`config.mk`:
```
export PLATFORM = sky130hd
export DESIGN_NAME = viterbi_ctrl_flat
export DESIGN_NICKNAME = d
export VERILOG_FILES = /design/src/rtl/viterbi_ctrl_if.sv /design/src/rtl/viterbi_ctrl.sv /design/src/flat_wrapper.sv
export SDC_FILE = /design/constraint.sdc
export NUM_CORES = 1
export LEC_CHECK = 0
export ABC_AREA = 1
export BUFFER_PORTS_ARGS = -buffer_cell sky130_fd_sc_hd__buf_2
export CORE_MARGIN = 2
export CORE_UTILIZATION = 35
export CTS_CLUSTER_SIZE = 24
export DETAILED_ROUTE_END_ITERATION = 12
export PLACE_DENSITY = 0.64
export SKIP_LAST_GASP = 1
export SLEW_MARGIN = 20
export SYNTH_ARGS = -nofsm -noshare
export SYNTH_HDL_FRONTEND = slang
export SYNTH_SLANG_ARGS = --single-unit
export TNS_END_PERCENT = 20
```
`constraint.sdc`:
```
create_clock -name clk -period 2.5 [get_ports clk]
set_clock_uncertainty 0.05 [all_clocks]
set_input_delay 0.375 -clock clk [delete_from_list [all_inputs] [get_ports clk]]
set_output_delay 0.375 -clock clk [all_outputs]
set_load 0.05 [all_outputs]
```
`src/rtl/viterbi_ctrl_if.sv`:
```
// rtl/viterbi_ctrl_if.sv - symbol-in and decoded-bit-out handshake bundle for viterbi_ctrl
interface viterbi_ctrl_if;
  logic       sym_valid_i;
  logic       sym_ready_o;
  logic [1:0] sym_i;
  logic       frame_last_i;
  logic       dec_valid_o;
  logic       dec_ready_i;
  logic       dec_drain_o;

  modport master (
    output sym_valid_i, sym_i, frame_last_i, dec_ready_i,
    input  sym_ready_o, dec_valid_o, dec_drain_o
  );

  modport slave (
    input  sym_valid_i, sym_i, frame_last_i, dec_ready_i,
    output sym_ready_o, dec_valid_o, dec_drain_o
  );
endinterface

```
`src/rtl/viterbi_ctrl.sv`:
```
// rtl/viterbi_ctrl.sv - sequencing FSM for a K=7 Viterbi ACS/register-exchange datapath
module viterbi_ctrl #(
  parameter int TBLEN       = 60,
  parameter int PM_MAX_BITS = 11,
  parameter int NORM_THRESH = 1024
) (
  input  logic                 clk,
  input  logic                 rst,
  viterbi_ctrl_if.slave        bus,
  output logic                 acs_init_o,
  output logic                 acs_en_o,
  output logic [1:0]           acs_sym_o,
  input  logic [PM_MAX_BITS:0] pm_min_i,
  output logic                 norm_en_o,
  output logic [PM_MAX_BITS:0] norm_val_o,
  output logic                 frame_done_o,
  output logic                 busy_o
);
  localparam int PM_W = PM_MAX_BITS + 1;
  localparam logic [6:0]      DEPTH_MAX = 7'(TBLEN + 1);
  localparam logic [6:0]      TB_DEPTH  = 7'(TBLEN);
  localparam logic [PM_W-1:0] THRESH    = PM_W'(NORM_THRESH);

  typedef enum logic [2:0] {S_IDLE, S_INIT, S_STEP, S_ACS, S_CHK, S_DRAIN} state_t;

  state_t     state_q, state_d;
  logic [6:0] depth_q, depth_d;
  logic [6:0] remain_q, remain_d;
  logic       last_q, last_d;
  logic [1:0] acs_sym_q, acs_sym_d;
  logic       dec_valid_q, dec_valid_d;
  logic       dec_drain_q, dec_drain_d;
  logic       frame_done_q, frame_done_d;
  logic       sym_ready;
  logic       sym_hs;
  logic       dec_hs;
  logic       norm_hit;

  // A held decoded bit blocks new symbols so the register exchange cannot overrun the sink.
  assign sym_ready = (state_q == S_STEP) && !(dec_valid_q && !bus.dec_ready_i);
  assign sym_hs    = sym_ready && bus.sym_valid_i;
  assign dec_hs    = dec_valid_q && bus.dec_ready_i;
  assign norm_hit  = (state_q == S_CHK) && (pm_min_i >= THRESH);

  assign bus.sym_ready_o = sym_ready;
  assign bus.dec_valid_o = dec_valid_q;
  assign bus.dec_drain_o = dec_drain_q;
  assign acs_init_o      = (state_q == S_INIT);
  assign acs_en_o        = (state_q == S_ACS);
  assign acs_sym_o       = acs_sym_q;
  assign norm_en_o       = norm_hit;
  assign norm_val_o      = norm_hit ? pm_min_i : '0;
  assign frame_done_o    = frame_done_q;
  assign busy_o          = (state_q != S_IDLE);

  always_comb begin
    state_d      = state_q;
    depth_d      = depth_q;
    remain_d     = remain_q;
    last_d       = last_q;
    acs_sym_d    = acs_sym_q;
    dec_valid_d  = dec_valid_q && !bus.dec_ready_i;
    dec_drain_d  = dec_drain_q;
    frame_done_d = 1'b0;
    unique case (state_q)
      S_IDLE: begin
        if (bus.sym_valid_i) state_d = S_INIT;
      end
      S_INIT: begin
        depth_d = '0;
        last_d  = 1'b0;
        state_d = S_STEP;
      end
      S_STEP: begin
        if (sym_hs) begin
          acs_sym_d = bus.sym_i;
          last_d    = bus.frame_last_i;
          state_d   = S_ACS;
        end
      end
      S_ACS: begin
        if (depth_q != DEPTH_MAX) depth_d = depth_q + 7'd1;
        state_d = S_CHK;
      end
      S_CHK: begin
        if (depth_q == DEPTH_MAX) dec_valid_d = 1'b1;
        if (last_q) begin
          remain_d = (depth_q > TB_DEPTH) ? TB_DEPTH : depth_q;
          state_d  = S_DRAIN;
        end else begin
          state_d = S_STEP;
        end
      end
      S_DRAIN: begin
        // Tail phase starts only once any in-flight normal bit has left.
        if (!dec_drain_q) begin
          if (!dec_valid_q || bus.dec_ready_i) begin
            dec_valid_d = 1'b1;
            dec_drain_d = 1'b1;
          end
        end else if (dec_hs) begin
          if (remain_q == 7'd1) begin
            remain_d     = '0;
            dec_valid_d  = 1'b0;
            dec_drain_d  = 1'b0;
            frame_done_d = 1'b1;
            state_d      = S_IDLE;
          end else begin
            remain_d    = remain_q - 7'd1;
            dec_valid_d = 1'b1;
          end
        end
      end
      default: state_d = S_IDLE;
    endcase
  end

  always_ff @(posedge clk or posedge rst) begin
    if (rst) begin
      state_q      <= S_IDLE;
      depth_q      <= '0;
      remain_q     <= '0;
      last_q       <= 1'b0;
      acs_sym_q    <= '0;
      dec_valid_q  <= 1'b0;
      dec_drain_q  <= 1'b0;
      frame_done_q <= 1'b0;
    end else begin
      state_q      <= state_d;
      depth_q      <= depth_d;
      remain_q     <= remain_d;
      last_q       <= last_d;
      acs_sym_q    <= acs_sym_d;
      dec_valid_q  <= dec_valid_d;
      dec_drain_q  <= dec_drain_d;
      frame_done_q <= frame_done_d;
    end
  end
endmodule

```
`src/flat_wrapper.sv`:
```
// flat-port wrapper written by rule: the top's interface ports become plain ports
module viterbi_ctrl_flat 
#(
  parameter int TBLEN       = 60,
  parameter int PM_MAX_BITS = 11,
  parameter int NORM_THRESH = 1024
)
  (clk, rst, acs_init_o, acs_en_o, acs_sym_o, pm_min_i, norm_en_o, norm_val_o, frame_done_o, busy_o, bus_sym_valid_i, bus_sym_i, bus_frame_last_i, bus_dec_ready_i, bus_sym_ready_o, bus_dec_valid_o, bus_dec_drain_o);
  viterbi_ctrl_if bus_i ();
  input  logic clk;
  input  logic rst;
  output logic acs_init_o;
  output logic acs_en_o;
  output logic [1:0] acs_sym_o;
  input  logic [PM_MAX_BITS:0] pm_min_i;
  output logic norm_en_o;
  output logic [PM_MAX_BITS:0] norm_val_o;
  output logic frame_done_o;
  output logic busy_o;
  input wire logic [$bits(bus_i.sym_valid_i)-1:0] bus_sym_valid_i;
  input wire logic [$bits(bus_i.sym_i)-1:0] bus_sym_i;
  input wire logic [$bits(bus_i.frame_last_i)-1:0] bus_frame_last_i;
  input wire logic [$bits(bus_i.dec_ready_i)-1:0] bus_dec_ready_i;
  output wire logic [$bits(bus_i.sym_ready_o)-1:0] bus_sym_ready_o;
  output wire logic [$bits(bus_i.dec_valid_o)-1:0] bus_dec_valid_o;
  output wire logic [$bits(bus_i.dec_drain_o)-1:0] bus_dec_drain_o;
  assign bus_i.sym_valid_i = bus_sym_valid_i;
  assign bus_i.sym_i = bus_sym_i;
  assign bus_i.frame_last_i = bus_frame_last_i;
  assign bus_i.dec_ready_i = bus_dec_ready_i;
  assign bus_sym_ready_o = bus_i.sym_ready_o;
  assign bus_dec_valid_o = bus_i.dec_valid_o;
  assign bus_dec_drain_o = bus_i.dec_drain_o;
  viterbi_ctrl #(.TBLEN(TBLEN), .PM_MAX_BITS(PM_MAX_BITS), .NORM_THRESH(NORM_THRESH)) u_core (.clk(clk), .rst(rst), .bus(bus_i), .acs_init_o(acs_init_o), .acs_en_o(acs_en_o), .acs_sym_o(acs_sym_o), .pm_min_i(pm_min_i), .norm_en_o(norm_en_o), .norm_val_o(norm_val_o), .frame_done_o(frame_done_o), .busy_o(busy_o));
endmodule
```
==> flow_summary.toml, run 1 <==
[placement]
hpwl_um = 2530
placed_area_sq_um = 1800
gp_congestion = 0.806
port_buffers = 40
pre_cts_ws_ns = 0.467
placed_cells = 327

[synth]
synthesis.area_sq_um = 1540
synth_warnings = 0
yosys.area_share.simple = 0.367
synth_fa_ha_area_frac = 0.0407
ys_types = 18
postSynthCellCount = 236
synth_xor_xnor_area_share = 0.0285
netlist.area_leader.share = 0.375
synth_top_cell_by_area = "dfrtp_1"
seq_area_frac_synth = 0.375
ys_ff_latch = 23
syn-mean-instance-area_sq_um = 6.51
syn-num-nets = 260
synth_area_leaders = "dfrtp_1, nand2_1, inv_1, nor2_1, nand3_1"
synth-compound-area-share = 0.0603
synth_mux_area_frac = 0
synth_top_family_by_area = "simple AND/OR/NAND/NOR gates"

[setup_path]
cp_slowest_cell = "dfrtp_1"
crit_type = "reg -> out"
startpoint_type = "flip-flop"
critical-path-max-stage-delay_ns = 0.46
arrival_ns = 1.71
crit_required_ns = 2.08
path_max_fanout = 11
cp-end-kind = "output pin"
path_cells = "nand2_1 > nor2_1 > inv_1 > nor2_2 > nor2_2 > nor2_1 > buf_2"

[outcome]
status = "finished clean"

[timing]
max_freq_ghz = 0.468
fin_ws_ns = 0.363
finalHoldViolations = 0
maxSlewViolCount = 0
setup_violations = 0
grt_setup_unrepaired = "false"
max_slew_margin = 0.697
min_period_over_period = 0.855
worst_pin_slew_ns = 0.453
period_minus_slack_ns = 2.14

[detailed_routing]
antenna_left = 0
vias_per_cell = 4.47
firstDrtPassIters = 4
drt_iter0_drc = 80
avgRoutedWirePerCell_um = 9.90
num_vias = 1478
routed_wl_um = 3280
drc = 0

[global_route]
antenna_found_initial = 0
gr-total-overflow = 0
grt_pass1_wl_um = 6010
grt_max_degree = 24
grt_usage = 0.146
first_global_vias = 1396

[die]
die_w_um = 70.2
initial_core_util = 0.358
placementRows = 24
core-area_sq_um = 4290
die_y_um = 70.2
ios = 41
die-area_sq_um = 4930

[layout]
multi_input_area_sq_um = 769
final_cells = 331
area_growth_pct = 20.4
regArea_sq_um = 576
insertedDiodeCount = 0
fin_area_sq_um = 1850
final_nets = 304
drive_above_1_share = 0.194
fillerInstances = 471

[power_and_ir_drop]
p_comb_frac = 0.554
net-switching-power_mw = 0.926
irDropWorstVdd_mv = 0.477
pwr-share-clk = 0.134
power_mw = 1.75
seqPwrFrac = 0.313
pwr_density_cell_nw_per_um2 = 947
p_int_mw = 0.825
leakagePower_nw = 1.12
switching_share = 0.529

[clock_tree]
h-tree-depth = 1
clock_latency_ns = 0.27
root_buffer = "clkbuf_8"
tritoncts = "yes"
postCtsSetupBuffers = 0
clk_transition_reported_paths_ns = 0.09
cts_made_buffers = 3
cts.sinks = 23
cts_buffer_depth = 2

[hold_path]
hold_class = "in -> async"

[job]
max_cap_viol_count = 0
[synth_stat cells]
master	count
a21oi_1	3
buf_2	2
buf_6	1
dfrtp_1	23
ha_1	5
inv_1	46
inv_2	1
nand2_1	65
nand2_2	2
nand3_1	25
nor2_1	41
nor2_2	1
nor3_1	1
nor3_4	1
o211ai_1	2
o21ai_0	11
o21bai_1	1
xor2_1	5
[flip-flops by register name (all words and copies together) (netlist names)]
register	count
u_core.frame_done_o	1
u_core.state_q	3
u_core.bus.dec_valid_o	1
u_core.last_q	1
u_core.bus.dec_drain_o	1
u_core.remain_q	7
u_core.acs_sym_o	2
u_core.depth_q	7
[cell usage in the layout (no fill, tap or decap)]
master,n
nand2_1,65
inv_1,46
buf_2,40
nor2_1,38
nand3_1,25
dfrtp_1,23
o21ai_0,11
xor2_1,5
ha_1,5
nor2_2,4
a21oi_1,3
clkbuf_8,3
nand2_2,2
o211ai_1,2
buf_4,2
o21bai_1,1
inv_2,1
nor3_1,1
nor3_4,1
clkinv_2,1
[critical path, delay by kind of cell (launching register included)]
kind,cells,cell delay [ns]
buffers and inverters,2,0.36
DFF,1,0.46
and+or+nand+nor,5,0.62
[cells by family (layout without fill, tap and decap cells)]
logic type,count (synthesis),count (layout)
AO/OA/AOI/OAI,17,17
adder cells (fa/ha/maj),5,5
AND/OR/NAND/NOR,136,136
XOR/XNOR,5,5
buffers and inverters,50,93
flip-flops,23,23
[repair_timing]
action	4_1_cts	5_1_grt
hold buffers	0	0
endpoints found under the setup margin	0	11
gates resized for setup	0	1
[metrics by stage]
step	util	hold WS (ns)	setup TNS [ns]
2_1_floorplan	-	0.327	-0.818
3_3_place_gp	0.419	0.384	0
3_5_place_dp	0.419	0.393	0
4_1_cts	0.430	0.0979	0
5_1_grt	0.430	0.124	0
6_report	0.430	0.0846	0
[worst paths after layout]
| check | start | cells after the start | to | slack, ns |
|---|---|---|---|---|
| worst max-delay path | u_core.state_q[2]$_DFFE_PP0P_ | 7 | norm_val_o[1] | 0.36 |
| worst min-delay path | rst | 3 | u_core.acs_sym_o[0]$_DFFE_PP0P_ | 0.08 |
| worst max register to register | u_core.state_q[1]$_DFFE_PP0P_ | 9 | u_core.remain_q[6]$_DFFE_PP0P_ | 0.83 |
| worst min register to register | u_core.acs_sym_o[0]$_DFFE_PP0P_ | 2 | u_core.acs_sym_o[0]$_DFFE_PP0P_ | 0.42 |
| max in group asynchronous | rst | 3 | u_core.depth_q[5]$_DFFE_PP0P_ | 2.07 |
| min in group clk | bus_sym_i[0] | 3 | u_core.acs_sym_o[0]$_DFFE_PP0P_ | 0.28 |
[power by group through the flow]
stage | clock (mW) | combinational, mW | sequential [mW]
after floorplan | 0 | 0.729 | 0.613
after global placement | 0 | 0.969 | 0.551
after detailed placement | 0 | 0.974 | 0.555
after CTS | 0.241 | 0.980 | 0.547
after global routing | 0.252 | 1.10 | 0.566
final | 0.234 | 0.969 | 0.547
[per-layer routing]
| layer | GRT usage | part of all wire |
|---|---|---|
| met1 | 0.201 | 0.49 |
| met2 | 0.236 | 0.45 |
| met3 | 0.0188 | 0.048 |
| met4 | 0.0470 | 0.0085 |
| met5 | 0 | 0 |
[area by class of cell]
cell class                      count  area share
Clock inverter                      1     0.00271
Clock buffer                        3      0.0223
Sequential cell                    23       0.311
Multi-Input combinational cell    163       0.416
Inverter                           47      0.0955
Timing Repair Buffer               42       0.116
Tap cell                           52      0.0352
(Power assumes the default switching activity.)
==> run 2: changes to the inputs <==
RECOVER_POWER = 100   (was not set)
==> run 2 against run 1 <==
Hold slack gained 0.20 ns; non-clock buffer count is the same; critical path type unchanged; sequential share of layout area grew 0.62 points; critical path depth shrank 4; worst setup slack lost 0.16 ns; utilization shrank 0.85 points; flip-flop and latch count is the same; die area is the same; critical endpoint is now acs_en_o; combinational power shrank 3.3%.
==> flow_summary.toml, run 2 (synthesis gave the netlist of run 1 again) <==
[job]
max_cap_viol_count = 0

[clock_tree]
tritoncts = "yes"
cts_buffer_depth = 2
clk_transition_reported_paths_ns = 0.09
h-tree-depth = 1
cts.repair.resized = 0
postCtsSetupBuffers = 0
cts.sinks = 23
cts_hold_buf = 0
clock_latency_ns = 0.27
root_buffer = "clkbuf_8"
cts_made_buffers = 3

[die]
die_w_um = 70.2
ios = 41
die_y_um = 70.2
core-area_sq_um = 4290
placementRows = 24
initial_core_util = 0.358
die-area_sq_um = 4930

[setup_path]
cp-end-kind = "output pin"
path_max_fanout = 7
r2r-start = "u_core.state_q[0]$_DFFE_PP0P_"
crit_required_ns = 2.08
crit_type = "reg -> out"
r2r-end = "u_core.depth_q[0]$_DFFE_PP0P_"
startpoint_type = "flip-flop"
arrival_ns = 1.88
rr_worst_depth = 7
r2r_slack_ns = 0.44

[layout]
reg_top3 = "u_core.depth_q (7), u_core.remain_q (7), u_core.state_q (3)"
mostFrequentLayoutCells = "nand2_1, inv_1, nor2_1"
fillerInstances = 482
insertedDiodeCount = 0
drive_above_1_share = 0.140
utilization = 0.422
layout_commonest_cell = "nand2_1"
area_growth_pct = 18.0
final_nets = 304

[outcome]
status = "finished clean"

[detailed_routing]
antenna_left = 0
drc = 0
avgRoutedWirePerCell_um = 9.93
routed_wl_um = 3290
num_vias = 1477
vias_per_cell = 4.46
firstDrtPassIters = 5
drt_iter0_drc = 83

[power_and_ir_drop]
seqPwrFrac = 0.318
leakagePower_nw = 1.07
irDropWorstVdd_mv = 0.464
p_int_mw = 0.799
switching_share = 0.534
net-switching-power_mw = 0.916
pwr-share-clk = 0.136
pwr_density_cell_nw_per_um2 = 947
p_comb_frac = 0.546

[global_route]
first_global_vias = 1396
grt_usage = 0.146
gr-total-overflow = 0
grt_pass1_wl_um = 6010
antenna_found_initial = 0
grt_max_degree = 24

[placement]
port_buffers = 40
pre_cts_ws_ns = 0.467
gp_congestion = 0.806
hpwl_um = 2530

[timing]
max_freq_ghz = 0.434
grt_setup_unrepaired = "false"
max_slew_margin = 0.145
hold_slack_ns = 0.281
finalHoldViolations = 0
period_minus_slack_ns = 2.30
maxSlewViolCount = 0
worst_pin_slew_ns = 1.28
min_period_over_period = 0.921
setup_violations = 0
fin_ws_ns = 0.198

[hold_path]
hp-start = "bus_sym_i[0]"
hold_class = "in -> reg"
hold_depth = 3
hold_end = "u_core.acs_sym_o[0]$_DFFE_PP0P_"
[run 2: worst max-delay path by stage]
| stage | from | end | slack (ns) | cells after the start |
|---|---|---|---|---|
| after floorplan | u_core.state_q[1]$_DFFE_PP0P_ | norm_val_o[1] | -0.09 | 8 |
| after global placement | u_core.state_q[2]$_DFFE_PP0P_ | norm_en_o | 0.56 | 7 |
| after detailed placement | u_core.state_q[2]$_DFFE_PP0P_ | norm_val_o[1] | 0.47 | 7 |
| after CTS | u_core.state_q[2]$_DFFE_PP0P_ | norm_val_o[1] | 0.15 | 7 |
| after global routing | u_core.state_q[0]$_DFFE_PP0P_ | acs_en_o | 0.07 | 3 |
| final | u_core.state_q[0]$_DFFE_PP0P_ | acs_en_o | 0.20 | 3 |
[run 2: worst max-delay path, cell delays in order, from the launching register on]
cell and delay [ns]:
dfrtp_1 0.46, inv_2 0.06, nor3_1 0.68, clkbuf_2 0.41
[run 2: per-layer routing]
metal	global-route usage	wire [um]	vias up
li1	-	-	799
met4	0.0470	23	0
met2	0.236	1460	36
met3	0.0188	159	2
met1	0.201	1640	640
met5	0	0	-
[run 2: layout make-up]
type,instances,area (sq um),share of cell area
inverter,47,176,0.0974
clock inverter,1,5.00,0.00276
multi-input combinational,163,753,0.416
clock buffer,3,41.3,0.0228
tap,52,65.1,0.0359
sequential,23,576,0.318
timing repair buffer,42,195,0.108
[run 2: per-stage QoR]
stage	cell area, sq um	TNS, ns	cells	power (mW)
after floorplan	1540	-0.818	236	1.34
after global placement	1800	0	327	1.52
after detailed placement	1800	0	327	1.53
after CTS	1850	0	331	1.77
after global routing	1810	0	331	1.88
final	1810	0	331	1.72
[run 2: power by group through the flow]
stage / clock network [mW] / logic (mW) / registers (mW)
final: 0.233 / 0.937 / 0.546
after global routing: 0.252 / 1.06 / 0.563
after CTS: 0.241 / 0.980 / 0.547
after detailed placement: 0 / 0.974 / 0.555
after global placement: 0 / 0.969 / 0.551
after floorplan: 0 / 0.729 / 0.613
==> run 3: changes to the inputs <==
CORE_UTILIZATION = 50   (was 35)
PLACE_DENSITY = 0.83   (was 0.64)
==> run 3 against run 2 <==
Non-clock buffer count decreased by 1; utilization increased by 17 points; clock-buffer cell count increased by 1; fmax increased by 3.2%; critical path depth increased by 5; sequential power about the same; via count increased by 1.1%; first-iteration DRC count decreased by 14%; combinational power increased by 2%; worst setup slack improved by 0.072 ns; wire length decreased by 2.3%; die area decreased by 28%; largest cell class unchanged; largest power group unchanged.
==> flow_summary.toml, run 3 (synthesis gave the netlist of run 1 again) <==
[clock_tree]
cts_hold_buf = 0
root_buffer = "clkbuf_4"
cts_buffer_depth = 2
h-tree-depth = 1
clock_latency_ns = 0.32
cts.sinks = 23
cts_made_buffers = 3
clk_transition_reported_paths_ns = 0.13
tritoncts = "yes"

[placement]
hpwl_um = 2500
gp_congestion = 0.838
placed_cells = 307
port_buffers = 40
placed_area_sq_um = 1770
pre_cts_ws_ns = 0.513

[layout]
drive_above_1_share = 0.137
final_nets = 303
mostFrequentLayoutCells = "nand2_1, inv_1, nor2_1"
layout_commonest_cell = "nand2_1"
final_cells = 311
multi_input_area_sq_um = 762
reg_top3 = "u_core.depth_q (7), u_core.remain_q (7), u_core.state_q (3)"
fin_area_sq_um = 1770
regArea_sq_um = 576
area_growth_pct = 15.5
utilization = 0.595
insertedDiodeCount = 0
fillerInstances = 284

[job]
max_cap_viol_count = 0

[setup_path]
rr_worst_depth = 8
crit_type = "reg -> out"
startpoint_type = "flip-flop"
arrival_ns = 1.81
path_buf_inv = 3
path_max_fanout = 11
path_cells = "inv_1 > nand2_1 > nor2_1 > inv_1 > nor2_2 > nor2_2 > nor2_1 > clkbuf_2"
r2r-start = "u_core.state_q[0]$_DFFE_PP0P_"
crit_required_ns = 2.08
critical-path-top-delay-family = "buffers and inverters"
r2r-end = "u_core.remain_q[6]$_DFFE_PP0P_"
cp-end-kind = "output pin"
r2r_slack_ns = 0.53
critical-path-max-stage-delay_ns = 0.38
cp_slowest_cell = "dfrtp_1"

[die]
core-area_sq_um = 2980
die_w_um = 59.4
initial_core_util = 0.516
placementRows = 20
die-area_sq_um = 3530
ios = 41
die_y_um = 59.4

[global_route]
grt_usage = 0.200
first_global_vias = 1327
grt_max_degree = 24
gr-total-overflow = 0
grt_pass1_wl_um = 5450
antenna_found_initial = 0

[power_and_ir_drop]
seqPwrFrac = 0.324
net-switching-power_mw = 0.930
pwr_density_cell_nw_per_um2 = 950
leakagePower_nw = 1.06
pwr-share-clk = 0.109
switching_share = 0.552
irDropWorstVdd_mv = 0.453
p_int_mw = 0.754
p_comb_frac = 0.567

[timing]
maxSlewViolCount = 0
max_slew_margin = 0.404
min_period_over_period = 0.892
setup_violations = 0
finalHoldViolations = 0
setup_tns_ns = 0
period_minus_slack_ns = 2.23
fin_ws_ns = 0.270
max_freq_ghz = 0.448
grt_setup_unrepaired = "false"
worst_pin_slew_ns = 0.893

[hold_path]
hold_class = "in -> async"

[detailed_routing]
vias_per_cell = 4.80
num_vias = 1493
drc = 0
routed_wl_um = 3210
antenna_left = 0
avgRoutedWirePerCell_um = 10.3
drt_iter0_drc = 71
firstDrtPassIters = 4

[outcome]
status = "finished clean"
-- run 3: cell types whose count changed in the layout (fill, tap and decap cells not counted) --
| cell | previous run | this run |
|---|---|---|
| clkbuf_4 | 0 | 3 |
| nor3_1 | 2 | 1 |
| clkinv_2 | 1 | 0 |
| nor2_2 | 4 | 3 |
| clkbuf_8 | 3 | 0 |
| nor3_4 | 0 | 1 |
| nor2_1 | 38 | 39 |
-- run 3: worst register-to-register path, stage by stage, from the launching register on --
cell      delay [ns]
dfrtp_1         0.48
nand3_1         0.12
clkbuf_1        0.41
inv_1           0.11
nand2_1         0.11
nand2_1         0.20
inv_1           0.24
o21ai_0         0.10
nor2_1          0.10
-- run 3: final cells by class --
class	count	area share
clock buffer	4	0.0148
inverter	47	0.0995
multi-input combinational	163	0.430
sequential	23	0.325
tap	33	0.0233
timing repair buffer	41	0.108
-- run 3: power by group through the flow --
stage | clock (mW) | sequential [mW] | combinational (mW)
3_5_place_dp | 0 | 0.551 | 0.979
3_3_place_gp | 0 | 0.550 | 0.953
2_1_floorplan | 0 | 0.613 | 0.729
5_1_grt | 0.191 | 0.562 | 1.08
4_1_cts | 0.184 | 0.545 | 0.980
6_report | 0.183 | 0.546 | 0.955
-- run 3: worst max-delay path by stage --
| stage | start | endpoint | slack (ns) | cells after the start |
|---|---|---|---|---|
| after detailed placement | u_core.state_q[2]$_DFFE_PP0P_ | norm_val_o[7] | 0.51 | 7 |
| after floorplan | u_core.state_q[1]$_DFFE_PP0P_ | norm_val_o[1] | -0.09 | 8 |
| after CTS | u_core.state_q[2]$_DFFE_PP0P_ | norm_val_o[7] | 0.13 | 7 |
| after global routing | u_core.state_q[1]$_DFFE_PP0P_ | norm_val_o[7] | 0.14 | 8 |
| final | u_core.state_q[1]$_DFFE_PP0P_ | norm_val_o[3] | 0.27 | 8 |
| after global placement | u_core.state_q[2]$_DFFE_PP0P_ | norm_en_o | 0.58 | 7 |
-- run 3: stage by stage --
step | hold slack (ns) | total power, mW
6_report | 0.166 | 1.68
5_1_grt | 0.236 | 1.83
4_1_cts | 0.211 | 1.71
3_5_place_dp | 0.413 | 1.53
3_3_place_gp | 0.407 | 1.50
2_1_floorplan | 0.327 | 1.34
-- run 3: layer usage --
metal | vias up | share of wire | global-route usage
met5 | - | 0 | 0
met4 | 0 | 0.019 | 0.0909
met3 | 5 | 0.038 | 0.0218
met2 | 31 | 0.46 | 0.325
met1 | 660 | 0.48 | 0.265
li1 | 797 | - | -
-- run 3: what timing repair did --
action / 4_1_cts / 5_1_grt
buffers inserted: 0 / 0
setup endpoints to repair: 0 / 8
resized for setup: 0 / 1
endpoints found under the hold margin: 0 / 0
